### config.mk
export PLATFORM = sky130hd
export DESIGN_NAME = dram_resp_encoder
export DESIGN_NICKNAME = d
export VERILOG_FILES = /design/src/rtl/dram_resp_encoder.sv
export SDC_FILE = /design/constraint.sdc
export NUM_CORES = 1
export LEC_CHECK = 0
export ABC_AREA = 1
export CORE_MARGIN = 2
export CORE_UTILIZATION = 31
export CTS_CLUSTER_DIAMETER = 100
export DETAILED_ROUTE_END_ITERATION = 6
export PLACE_DENSITY = 0.56
export SYNTH_ARGS = -nofsm -noshare
export SYNTH_HDL_FRONTEND = slang
export SYNTH_SLANG_ARGS = --single-unit
### constraint.sdc
create_clock -name clk -period 3.99 [get_ports clk]
set_input_delay 0.798 -clock clk [delete_from_list [all_inputs] [get_ports clk]]
set_output_delay 0.798 -clock clk [all_outputs]
set_load 0.02 [all_outputs]
### src/rtl/dram_resp_encoder.sv
`default_nettype none
// ============================================================================
// Module   : dram_resp_encoder
// Purpose  : Re-encodes bank/row/column completions into flat L2 addresses
//            and returns them to L2 through a small valid/ready FIFO.
// Option   : DRAM_RESP_PARITY_EN - store and drive even parity per entry.
// Revision : 1.0 - initial release
// ============================================================================
module dram_resp_encoder #(
    parameter int ADDR_WIDTH   = 13,
    parameter int NUM_OF_BANKS = 8,
    parameter int NUM_OF_ROWS  = 128,
    parameter int NUM_OF_COLS  = 8,
    parameter int DATA_WIDTH   = 32,
    parameter int DEPTH        = 4
) (
    input  logic                            clk,
    input  logic                            rst,
    input  logic                            cmpl_valid,
    output logic                            cmpl_ready,
    input  logic [$clog2(NUM_OF_BANKS)-1:0] cmpl_bank_id,
    input  logic [$clog2(NUM_OF_ROWS)-1:0]  cmpl_row_id,
    input  logic [$clog2(NUM_OF_COLS)-1:0]  cmpl_col_id,
    input  logic                            cmpl_is_write,
    input  logic [DATA_WIDTH-1:0]           cmpl_data,
    output logic                            l2_resp_valid,
    input  logic                            l2_resp_ready,
    output logic [ADDR_WIDTH-1:0]           l2_resp_address,
    output logic                            l2_resp_is_write,
    output logic [DATA_WIDTH-1:0]           l2_resp_data,
    output logic                            l2_resp_parity,
    output logic [$clog2(DEPTH):0]          fifo_count
);

    localparam int c_bank_w = $clog2(NUM_OF_BANKS);
    localparam int c_row_w  = $clog2(NUM_OF_ROWS);
    localparam int c_col_w  = $clog2(NUM_OF_COLS);
    localparam int c_ptr_w  = $clog2(DEPTH);
    localparam int c_cnt_w  = c_ptr_w + 1;
    localparam logic [c_cnt_w-1:0] c_full = c_cnt_w'(DEPTH);

    if (ADDR_WIDTH != c_bank_w + c_row_w + c_col_w) begin : g_bad_addr_width
        $error("ADDR_WIDTH must equal bank + row + column index widths");
    end
    if (DEPTH < 2 || (1 << c_ptr_w) != DEPTH) begin : g_bad_depth
        $error("DEPTH must be a power of two and at least 2");
    end

    // FIFO bookkeeping
    logic [c_ptr_w-1:0] wr_ptr_q, wr_ptr_d;
    logic [c_ptr_w-1:0] rd_ptr_q, rd_ptr_d;
    logic [c_cnt_w-1:0] count_q, count_d;
    logic               push, pop;

    // Entry storage
    logic [ADDR_WIDTH-1:0] mem_addr_q [DEPTH];
    logic                  mem_wr_q   [DEPTH];
    logic [DATA_WIDTH-1:0] mem_data_q [DEPTH];

    // Registered head of the FIFO, which drives the L2 response port
    logic [ADDR_WIDTH-1:0] head_addr_q, head_addr_d;
    logic                  head_wr_q,   head_wr_d;
    logic [DATA_WIDTH-1:0] head_data_q, head_data_d;

    // Encoded incoming completion
    logic [ADDR_WIDTH-1:0] enc_addr;
    logic [DATA_WIDTH-1:0] enc_data;
    logic                  head_from_enc;

    always_comb begin
        enc_addr = {cmpl_bank_id, cmpl_row_id, cmpl_col_id};
        enc_data = cmpl_is_write ? '0 : cmpl_data;
    end

    assign cmpl_ready    = (count_q != c_full);
    assign l2_resp_valid = (count_q != '0);
    assign push          = cmpl_valid && cmpl_ready;
    assign pop           = l2_resp_valid && l2_resp_ready;

    always_comb begin
        wr_ptr_d = wr_ptr_q;
        rd_ptr_d = rd_ptr_q;
        count_d  = count_q;
        if (push) begin
            wr_ptr_d = wr_ptr_q + 1'b1;
        end
        if (pop) begin
            rd_ptr_d = rd_ptr_q + 1'b1;
        end
        case ({push, pop})
            2'b10:   count_d = count_q + 1'b1;
            2'b01:   count_d = count_q - 1'b1;
            default: count_d = count_q;
        endcase
    end

    // The new head is the entry being written this cycle when it lands on the
    // slot the read pointer moves to; otherwise it already sits in storage.
    assign head_from_enc = push && (wr_ptr_q == rd_ptr_d);

    always_comb begin
        head_addr_d = head_addr_q;
        head_wr_d   = head_wr_q;
        head_data_d = head_data_q;
        if (count_d != '0) begin
            if (head_from_enc) begin
                head_addr_d = enc_addr;
                head_wr_d   = cmpl_is_write;
                head_data_d = enc_data;
            end else begin
                head_addr_d = mem_addr_q[rd_ptr_d];
                head_wr_d   = mem_wr_q[rd_ptr_d];
                head_data_d = mem_data_q[rd_ptr_d];
            end
        end
    end

    always_ff @(posedge clk or posedge rst) begin
        if (rst) begin
            wr_ptr_q    <= '0;
            rd_ptr_q    <= '0;
            count_q     <= '0;
            head_addr_q <= '0;
            head_wr_q   <= 1'b0;
            head_data_q <= '0;
        end else begin
            wr_ptr_q    <= wr_ptr_d;
            rd_ptr_q    <= rd_ptr_d;
            count_q     <= count_d;
            head_addr_q <= head_addr_d;
            head_wr_q   <= head_wr_d;
            head_data_q <= head_data_d;
        end
    end

    // Storage needs no reset: nothing is read from a slot before it is written.
    always_ff @(posedge clk) begin
        if (push) begin
            mem_addr_q[wr_ptr_q] <= enc_addr;
            mem_wr_q[wr_ptr_q]   <= cmpl_is_write;
            mem_data_q[wr_ptr_q] <= enc_data;
        end
    end

`ifdef DRAM_RESP_PARITY_EN
    logic mem_par_q [DEPTH];
    logic head_par_q, head_par_d;
    logic enc_par;

    assign enc_par = ^{enc_addr, cmpl_is_write, enc_data};

    always_comb begin
        head_par_d = head_par_q;
        if (count_d != '0) begin
            head_par_d = head_from_enc ? enc_par : mem_par_q[rd_ptr_d];
        end
    end

    always_ff @(posedge clk or posedge rst) begin
        if (rst) begin
            head_par_q <= 1'b0;
        end else begin
            head_par_q <= head_par_d;
        end
    end

    always_ff @(posedge clk) begin
        if (push) begin
            mem_par_q[wr_ptr_q] <= enc_par;
        end
    end

    assign l2_resp_parity = head_par_q;
`else
    assign l2_resp_parity = 1'b0;
`endif

    assign l2_resp_address  = head_addr_q;
    assign l2_resp_is_write = head_wr_q;
    assign l2_resp_data     = head_data_q;
    assign fifo_count       = count_q;

endmodule
`default_nettype wire

======== Word level (Yosys, flattened, before mapping) ========
Memories as Yosys holds them, arrays and structs flattened. A register that Yosys moved wholly into a read port is not among the register bits.
Index checks and enable logic that the tools add are counted.
word-level totals
  flip-flop bits (word level) ............. 7
  latch bits .............................. 0
  memory bits (writable) .................. 184
  bits in read-only memories .............. 0
  input port bits ......................... 50
  output and inout port bits .............. 52
  logic and storage cells ................. 22
  memories ................................ 3
operators by class
  add/subtract/negate cells ............... 4
  multiply operators ...................... 0
  divide/modulo/power cells ............... 0
  $lt $le $gt $ge ......................... 0
  equality and inequality tests ........... 3
  shift-type cells ........................ 0
  multiplexer cells ....................... 5
  bitwise operators ....................... 0
  reductions and logical operators ........ 4
memories
  memory      depth  width  rd ports  clocked after Yosys merged registers in  wr ports  line  source
  mem_data_q  4      32     1         1                                        1         58    logic [DATA_WIDTH-1:0] mem_data_q [DEPTH];
  mem_addr_q  4      13     1         1                                        1         56    logic [ADDR_WIDTH-1:0] mem_addr_q [DEPTH];
  mem_wr_q    4      1      1         1                                        1         57    logic mem_wr_q [DEPTH];
operator list
  operator               number
  $mux W32               1
  $pmux W3 S2            1
  $reduce_bool A3 Y1     2
  $add A2 B1 Y2 const B  2
  $add A3 B1 Y3 const B  1
  $ne A3 B3 Y1 const B   1
  $sub A3 B1 Y3 const B  1
  $eq A2 B1 Y1 const B   1
  $eq A2 B2 Y1 const B   1
  $logic_and A1 B1 Y1    2
  $mux W1                2
  $mux W2                1

======== Longest topological paths before layout ========
Gate-level depths: netlist of run 1.
  word-level depth ........................ 5
  gate-level depth with buffers ........... 15
  mapped depth without buffers ............ 14

======== Worst setup path before layout of run 1 ========
Ideal clock, no wire load.
  kind .................................... register -> register
  start point ............................. register count_q[0], in the netlist fifo_count[0]
  end point ............................... memory mem_addr_q[0][0] (enable)
  library setup time ...................... 0.450 ns
  arrival time ............................ 2.893 ns
  data required time ...................... 3.540 ns
  slack ................................... 0.648 ns
  stages on the path, launching flop included .. 5
  path buffers ............................ 0
  clock period less this slack ............ 3.342 ns
  cells stage by stage .................... dfrtp_1 > nor2_4 > nand2_1 > nand2_2 > nor2_1
on the way
  word-level cells in the longest chain between the ends .. 4
RTL lines
  item                           line  source
  from (decl)                    52    logic [c_cnt_w-1:0] count_q, count_d;
  from (signal assigned)         129   count_q <= count_d;
  $ne A3 B3 Y1                   75    assign cmpl_ready = (count_q != c_full);
  named net cmpl_ready           20    output logic cmpl_ready,
  $logic_and A1 B1 Y1            77    assign push = cmpl_valid && cmpl_ready;
  $mux W1                        138   if (push) begin
  $mux W1 (implied by the code)  139   mem_addr_q[wr_ptr_q] <= enc_addr;
  to (decl)                      56
The timed path passes the listed nets, and every way through them passes these cells.

======== Worst setup path after layout of run 1 ========
  start point ............................. register count_q[0], in the netlist fifo_count[0]
  end point ............................... register head_addr_q[3], in the netlist l2_resp_address[3] (read register of mem_addr_q)
on the way
  word-level cells in the longest chain between the ends .. 5
  elaborated cells between the ends (all ways) .. 11
  those cells by class .................... add/sub (2); eq/ne (3); mux (2); reduce/logical (4)
RTL lines
  item                                                line    source
  $ne A3 B3 Y1 or $reduce_bool A3 Y1 (tied branches)  75, 76
  $logic_and A1 B1 Y1, on equally long branches       77, 78
  $eq A2 B1 Y1 or $eq A2 B2 Y1 (tied branches)        90      case ({push, pop})
  $pmux W3 S2                                         90
  $reduce_bool A3 Y1                                  105     if (count_d != '0) begin
  to (decl)                                           61      logic [ADDR_WIDTH-1:0] head_addr_q, head_addr_d;
Parallel ways exist; a longest one is shown, timed or not.
A chain may end at the register's enable or synchronous reset.

==> metrics.md, run 1 <==
| Metric | Value |
|---|---|
| Detailed Route WL | `27,800 um` |
| Maxcap violations | `0` |
| Unrepaired setup endpoints after global routing | `no` |
| Setup TNS | `0 ns` |
| CP dominant cell by count | `nand2_1` |
| # fillers | `3,307` |
| DR vias/cell | `between 4 and 5` |
| Sum of buffers and inverters on the critical path | `2` |
| Unique masters post-synth | `24` |
| Final Instance Area | `0.0127 mm^2` |
| Yosys warnings | `0` |
| Initial antenna violation count | `0` |
| Hold buffer count at CTS | `0` |
| Non-Filler Instances | `1,548` |
| Register area share after synthesis | `roughly two thirds` |
| Share of the clock period used by the worst path | `about 75%` |
| Slowest CP cell | `buf_4` |
| P_leak | `between 5 and 6 nW` |
| NumNets Final | `1,137` |
| Antenna diode count | `0` |
| Critical path depth in cells | `13` |
| Proportion of layout cells with a drive suffix above 1 | `between 7 and 8%` |
| Pwr Density | `~900 mW/mm^2` |
| Total GRT Usage | `between 15 and 20%` |
| R2R depth | `13` |
| Syn-to-layout area delta | `21.7%` |
| DRT antenna net count | `0` |
| Clk sink count | `237` |
| # port buffers | `100` |
| FP Rows | `67` |
| Cell Area, Placed | `0.0118 mm^2` |
| Clock tree from TritonCTS | `done` |
| Initial Utilization | `~31%` |
| Critical Path RT | `between 4 and 5 ns` |
| Top Family by Delay on Critical Path | `simple AND/OR/NAND/NOR gates` |
| Final Hold Viols | `0` |
| Slew Limit Fails | `0` |
| Flops & latches, synth | `roughly 240` |
| GPL Wtd Cong | `0.728` |
| Reg clk slew, reported paths | `around 0.060 ns` |
| Avg WL per Cell | `18.0 um` |
| Syn_nets | `roughly 1,100` |
| Actual slew at the worst max-slew pin | `just under 1 ns` |
| Io pins | `around 100` |
| Largest net degree at the start of global routing | `between 90 and 100` |
| Longest Clk Path Bufs | `3` |
| Worst R2R Setup Slack | `1.01 ns` |
| Die width | `188 um` |
| Synth Cell Area | `0.0105 mm^2` |
| Grt total ovfl | `0` |
| Clock skew | `about 0.013 ns` |
| First-pass GRT wire length | `43,200 um` |
| CP peak stage delay | `0.53 ns` |
| Crit path DAT | `3.45 ns` |
| Ordered list of cells on the worst path | `nor2_4, nand2_1, nand2_2, ha_1, inv_1, fa_1, or2_2, nand3_1, nand2_1, nand3_2, buf_4, nand3_1, nand2_1` |
| Total number of vias | `7,553` |
| Maximum clock frequency | `approximately 340 MHz` |
| Post-detail-place hpwl | `roughly 15,000 um` |
| Drc violations | `0` |
| Number of global-route vias before repair | `7,487` |
| Final min period | `a little under 3 ns` |
| Crit path max fanout | `46` |
| CTS Buf Count | `26` |
| Count of final setup violators | `0` |
| Nature of the critical path startpoint | `register` |
| Placed Cells | `1,501` |
| DR iter-0 viols | `517` |
| Core Box Area | `0.0334 mm^2` |
| Post-synthesis cell count | `approximately 1,000` |
| Max_slew headroom | `33.7%` |
| Post-CTS Setup Inserts | `0` |
| Syn Area/Cell | `10.4 um^2` |
| Worst setup EP type | `register` |
| Die footprint | `0.0352 mm^2` |
| Top cells by area, synth | `edfxtp_1 (53%), dfrtp_1 (13%), nand2_1 (11%)` |
| Area leader, netlist | `edfxtp_1` |
| Status | `completed` |
| Later-pin clock latency in the skew report | `0.53 ns` |
| Drt pass-1 iters | `5` |
| Synth top area share | `a little over half` |
| Clock Tree Root | `clkbuf_16` |
| H-tree depth | `1` |
| Max VDD drop | `0.543 mV` |
| Hold Path Stages | `2` |
| HP Class | `register to register` |
| Die height | `188 um` |
| Post_cts resized | `0` |
| CP Class | `register to register` |
==> sequential cells by signal, summed over array words and instances (netlist names) <==
register and cells:
mem_data_q 128, mem_addr_q 52, l2_resp_data 32, l2_resp_address 13, mem_wr_q 4, fifo_count 3
rd_ptr_q 2, wr_ptr_q 2, l2_resp_is_write 1
==> placed cells by master, fill, tap and decap left out, drive strengths merged <==
cell,synthesis,routed
buf,66,20
bufinv,0,4
clkbuf,6,39
clkdlybuf4s50,0,100
clkinv,0,4
conb,1,1
dfrtp,53,53
edfxtp,184,184
fa,1,1
ha,5,5
inv,66,66
nand2,327,327
nand3,238,238
nand4,47,47
nor2,6,6
o21ai,2,2
or2,1,1
xnor2,1,1
xor2,1,1
==> cell families after synthesis <==
logic type	count (synthesis)	synth area share, %
compound gates	2	0.0958
xor+xnor	2	0.168
fa+ha+maj	6	0.790
buf+inv	138	6.48
flops	237	65.5
other cells	1	0.0359
simple gates	619	26.9
==> report_power, final <==
part	switching, mW	leakage [nW]	internal (mW)
clock	0.929	0.429	1.53
sequential	0.282	2.33	3.42
combinational	3.52	2.49	1.71
==> cell usage after synthesis (all sizes together) <==
| library cell | number |
|---|---|
| nand3 | 238 |
| inv | 66 |
| conb | 1 |
| xor2 | 1 |
| xnor2 | 1 |
| nand2 | 327 |
| clkbuf | 6 |
| nor2 | 6 |
| ha | 5 |
| o21ai | 2 |
| buf | 66 |
| edfxtp | 184 |
| fa | 1 |
| nand4 | 47 |
| or2 | 1 |
| dfrtp | 53 |
==> metrics by stage <==
stage / power, mW / hold slack [ns] / worst slack [ns] / utilization [%]
floorplan: 7.31 / 0.588 / 0.648 / -
global placement: 8.94 / 0.464 / 0.529 / 35.5
detailed placement: 9.03 / 0.464 / 0.466 / 35.5
finish: 11.4 / 0.475 / 1.01 / 38.1
CTS: 11.5 / 0.481 / 0.985 / 38.1
global route: 12.2 / 0.506 / 0.782 / 38.1
==> layout make-up <==
| cell class | count | area (um^2) | share of cell area [%] |
|---|---|---|---|
| Clock buffer | 39 | 741 | 5.82 |
| Clock inverter | 8 | 139 | 1.09 |
| Inverter | 66 | 248 | 1.95 |
| Multi-Input combinational cell | 630 | 2960 | 23.3 |
| Sequential cell | 237 | 6850 | 53.8 |
| Tap cell | 448 | 561 | 4.40 |
| Timing Repair Buffer | 120 | 1230 | 9.64 |
==> worst paths after layout <==
check                                    from                 end
max                             fifo_count[0]  l2_resp_address[3]
max in group asynchronous                 rst    l2_resp_data[23]
min                        l2_resp_address[8]  l2_resp_address[8]
min reg2reg                l2_resp_address[8]  l2_resp_address[8]
min in group asynchronous                 rst    l2_resp_data[19]
max reg2reg                     fifo_count[0]  l2_resp_address[3]
==> tightest hold or removal path, stage by stage (launching register included) <==
cell and delay (ns):
dfrtp_1 0.34, nand2_1 0.05, nand2_1 0.05
==> layer usage <==
| metal | up-vias | GRT usage [%] | part of all wire, % |
|---|---|---|---|
| met2 | 222 | 26.2 | 48 |
| met3 | 48 | 2.26 | 5.1 |
| met5 | - | 0 | 0 |
| met4 | 0 | 4.63 | 2.7 |
| li1 | 3592 | - | - |
| met1 | 3691 | 21.4 | 45 |
Power figures use the tool's default switching activity.
==> run 2: changes to the inputs <==
==> constraint.sdc (replaced) <==
create_clock -name clk -period 2.76 [get_ports clk]
set_input_delay 0.552 -clock clk [delete_from_list [all_inputs] [get_ports clk]]
set_output_delay 0.552 -clock clk [all_outputs]
set_load 0.02 [all_outputs]
==> metrics.md, run 2 (same netlist as run 1, synthesis figures left out) <==
| Metric | Value |
|---|---|
| CP dominant cell by count | `inv_1` |
| Maxcap violations | `0 (unchanged)` |
| H-tree depth | `1 (unchanged)` |
| Proportion of layout cells with a drive suffix above 1 | `8.94% (+1.9 points)` |
| Die footprint | `0.0352 mm^2 (unchanged)` |
| CP Class | `register to register` |
| Maximum clock frequency | `400 MHz (+19%)` |
| Clock Tree Root | `clkbuf_16` |
| Met2 usage | `26.1% (-0.071 points)` |
| R2R depth | `14 (+1)` |
| Slew Limit Fails | `0 (unchanged)` |
| Later-pin clock latency in the skew report | `0.53 ns (about the same)` |
| Count of final setup violators | `0 (unchanged)` |
| Antenna diode count | `0 (unchanged)` |
| NumNets Final | `1,154 (+1.5%)` |
| Max_slew headroom | `66.0% (+32 points)` |
| DR iter-0 viols | `464 (-10%)` |
| CP peak stage delay | `0.43 ns (-0.10 ns)` |
| HP Class | `primary input to asynchronous set/reset pin` |
| Final core utilization | `38.8% (+0.70 points)` |
| CTS Buf Count | `26 (unchanged)` |
| Initial Utilization | `31.3% (unchanged)` |
| Longest Clk Path Bufs | `3 (unchanged)` |
| Top reg by flops | `mem_data_q` |
| GPL Wtd Cong | `0.734 (+0.82%)` |
| Commonest non-fill, non-tap cell in the layout | `nand2_1` |
| Final min period | `2.50 ns (-0.485 ns)` |
| Reg clk slew, reported paths | `0.06 ns (about the same)` |
| Share of the clock period used by the worst path | `90.5% (+16 points)` |
| Largest net degree at the start of global routing | `93 (-1.1%)` |
| R2R Path End | `l2_resp_data[25]` |
| Worst setup EP type | `register` |
| Power consumption | `16.9 mW (+48%)` |
| Post-Place Worst Slack | `-0.140 ns (-0.606 ns)` |
| Slowest CP cell | `dfrtp_1` |
| Max reg flops | `128 (unchanged)` |
| Worst R2R Setup Slack | `0.26 ns (-0.75 ns)` |
| Clk sink count | `237 (unchanged)` |
| Crit path DAT | `2.96 ns (-0.49 ns)` |
| Ordered list of cells on the worst path | `inv_1, nand2_4, nand2_4, inv_1, ha_1, inv_1, fa_1, or2_2, nand4_1, nand3_2, inv_2, buf_12, nand2_1, nand2_1` |
| Die height | `188 um (unchanged)` |
| Syn-to-layout area delta | `24.0%` |
| Post_cts resized | `0 (unchanged)` |
| Io pins | `102 (unchanged)` |
| FP Rows | `67 (unchanged)` |
| Drc violations | `0 (unchanged)` |
| P_leak | `5.38 nW (+2.4%)` |
| Status | `completed` |
| GRT met3 Usage | `2.25% (-0.019 points)` |
| Actual slew at the worst max-slew pin | `0.510 ns (-0.484 ns)` |
| DR vias/cell | `4.81 (-1.3%)` |
| Hold buffer count at CTS | `0 (unchanged)` |
| Unrepaired setup endpoints after global routing | `no` |
| Gr busiest metal | `met2` |
| Worst r2r src | `fifo_count[2]` |
| Clock skew | `0.00935 ns (-0.00346 ns)` |
| Detailed Route WL | `27,400 um (-1.5%)` |
| Post-CTS Setup Inserts | `0 (unchanged)` |
| Most frequent cells in the layout | `nand2_1 (317), nand3_1 (236), edfxtp_1 (184)` |
| # port buffers | `100 (unchanged)` |
| Drt pass-1 iters | `5 (unchanged)` |
| Nature of the critical path startpoint | `register` |
| Core Box Area | `0.0334 mm^2 (unchanged)` |
| Initial antenna violation count | `0 (unchanged)` |
| Grt total ovfl | `0 (unchanged)` |
| Critical Path RT | `3.23 ns (-1.22 ns)` |
| First-pass GRT wire length | `43,100 um (-0.43%)` |
| Pwr Density | `1300 mW/mm^2 (+45%)` |
| Total GRT Usage | `15.5% (-0.23 points)` |
| Setup WS post-layout | `0.262 ns (-0.745 ns)` |
| Total number of vias | `7,540 (-0.17%)` |
| Number of global-route vias before repair | `7,421 (-0.88%)` |
| Clock tree from TritonCTS | `done` |
| Max VDD drop | `0.634 mV (+17%)` |
| Met1 Use GR | `21.2% (-0.14 points)` |
| DRT antenna net count | `0 (unchanged)` |
| Crit path max fanout | `34 (-26%)` |
| Die width | `188 um (unchanged)` |
| Post-detail-place hpwl | `15,700 um (+4.6%)` |
| Avg WL per Cell | `17.5 um (-2.6%)` |
| Final Hold Viols | `0 (unchanged)` |
[run 2: cell count changes in the layout (fill, tap and decap cells not counted)]
cell,delta
clkinv_2,+2
clkinvlp_4,+2
buf_4,+10
clkinv_1,+2
inv_6,+1
clkbuf_1,-6
buf_12,+7
[run 2: power by group]
group	total, mW	leakage, nW	internal [mW]	switching, mW
Sequential	5.33	2.33	4.94	0.389
Combinational	7.90	2.61	2.80	5.10
Clock	3.64	0.437	2.21	1.43
[run 2: per-layer routing]
| metal | vias up | part of all wire, % |
|---|---|---|
| li1 | 3624 | - |
| met1 | 3662 | 45 |
| met2 | 212 | 48 |
| met3 | 42 | 5.3 |
| met4 | 0 | 1.9 |
| met5 | - | 0 |
[run 2: critical path, delay by kind of cell, from the launching register on]
family	cells	cell delay [ns]
buffers and inverters	5	0.55
AND/OR/NAND/NOR	7	0.92
adder cells (fa/ha/maj)	2	0.51
flip-flops	1	0.43
[run 2: how the worst max path moves through the flow]
stage,cells after the start,start,slack [ns],endpoint
floorplan,4,fifo_count[0],-0.58,mem_addr_q[0][0]
global placement,13,l2_resp_ready,-0.09,l2_resp_address[3]
detailed placement,13,l2_resp_ready,-0.14,l2_resp_data[25]
CTS,14,fifo_count[2],0.24,l2_resp_data[25]
global route,14,fifo_count[2],0.04,l2_resp_address[1]
finish,14,fifo_count[2],0.26,l2_resp_data[25]
[run 2: layout make-up]
class,count,area [um^2]
Fill cell,3292,20400
Sequential cell,237,6850
Multi-Input combinational cell,630,2960
Timing Repair Buffer,137,1440
Clock buffer,33,718
Tap cell,448,561
Inverter,66,248
Clock inverter,15,180
[run 2: per-stage QoR]
step | hold slack (ns) | setup TNS (ns) | instance area (um^2) | std cells
floorplan | 0.588 | -107.16 | 10500 | 1005
global placement | 0.464 | -2.78 | 12100 | 1518
detailed placement | 0.467 | -4.94 | 12100 | 1518
CTS | 0.408 | 0 | 13000 | 1566
global route | 0.445 | 0 | 13000 | 1566
finish | 0.405 | 0 | 13000 | 1566
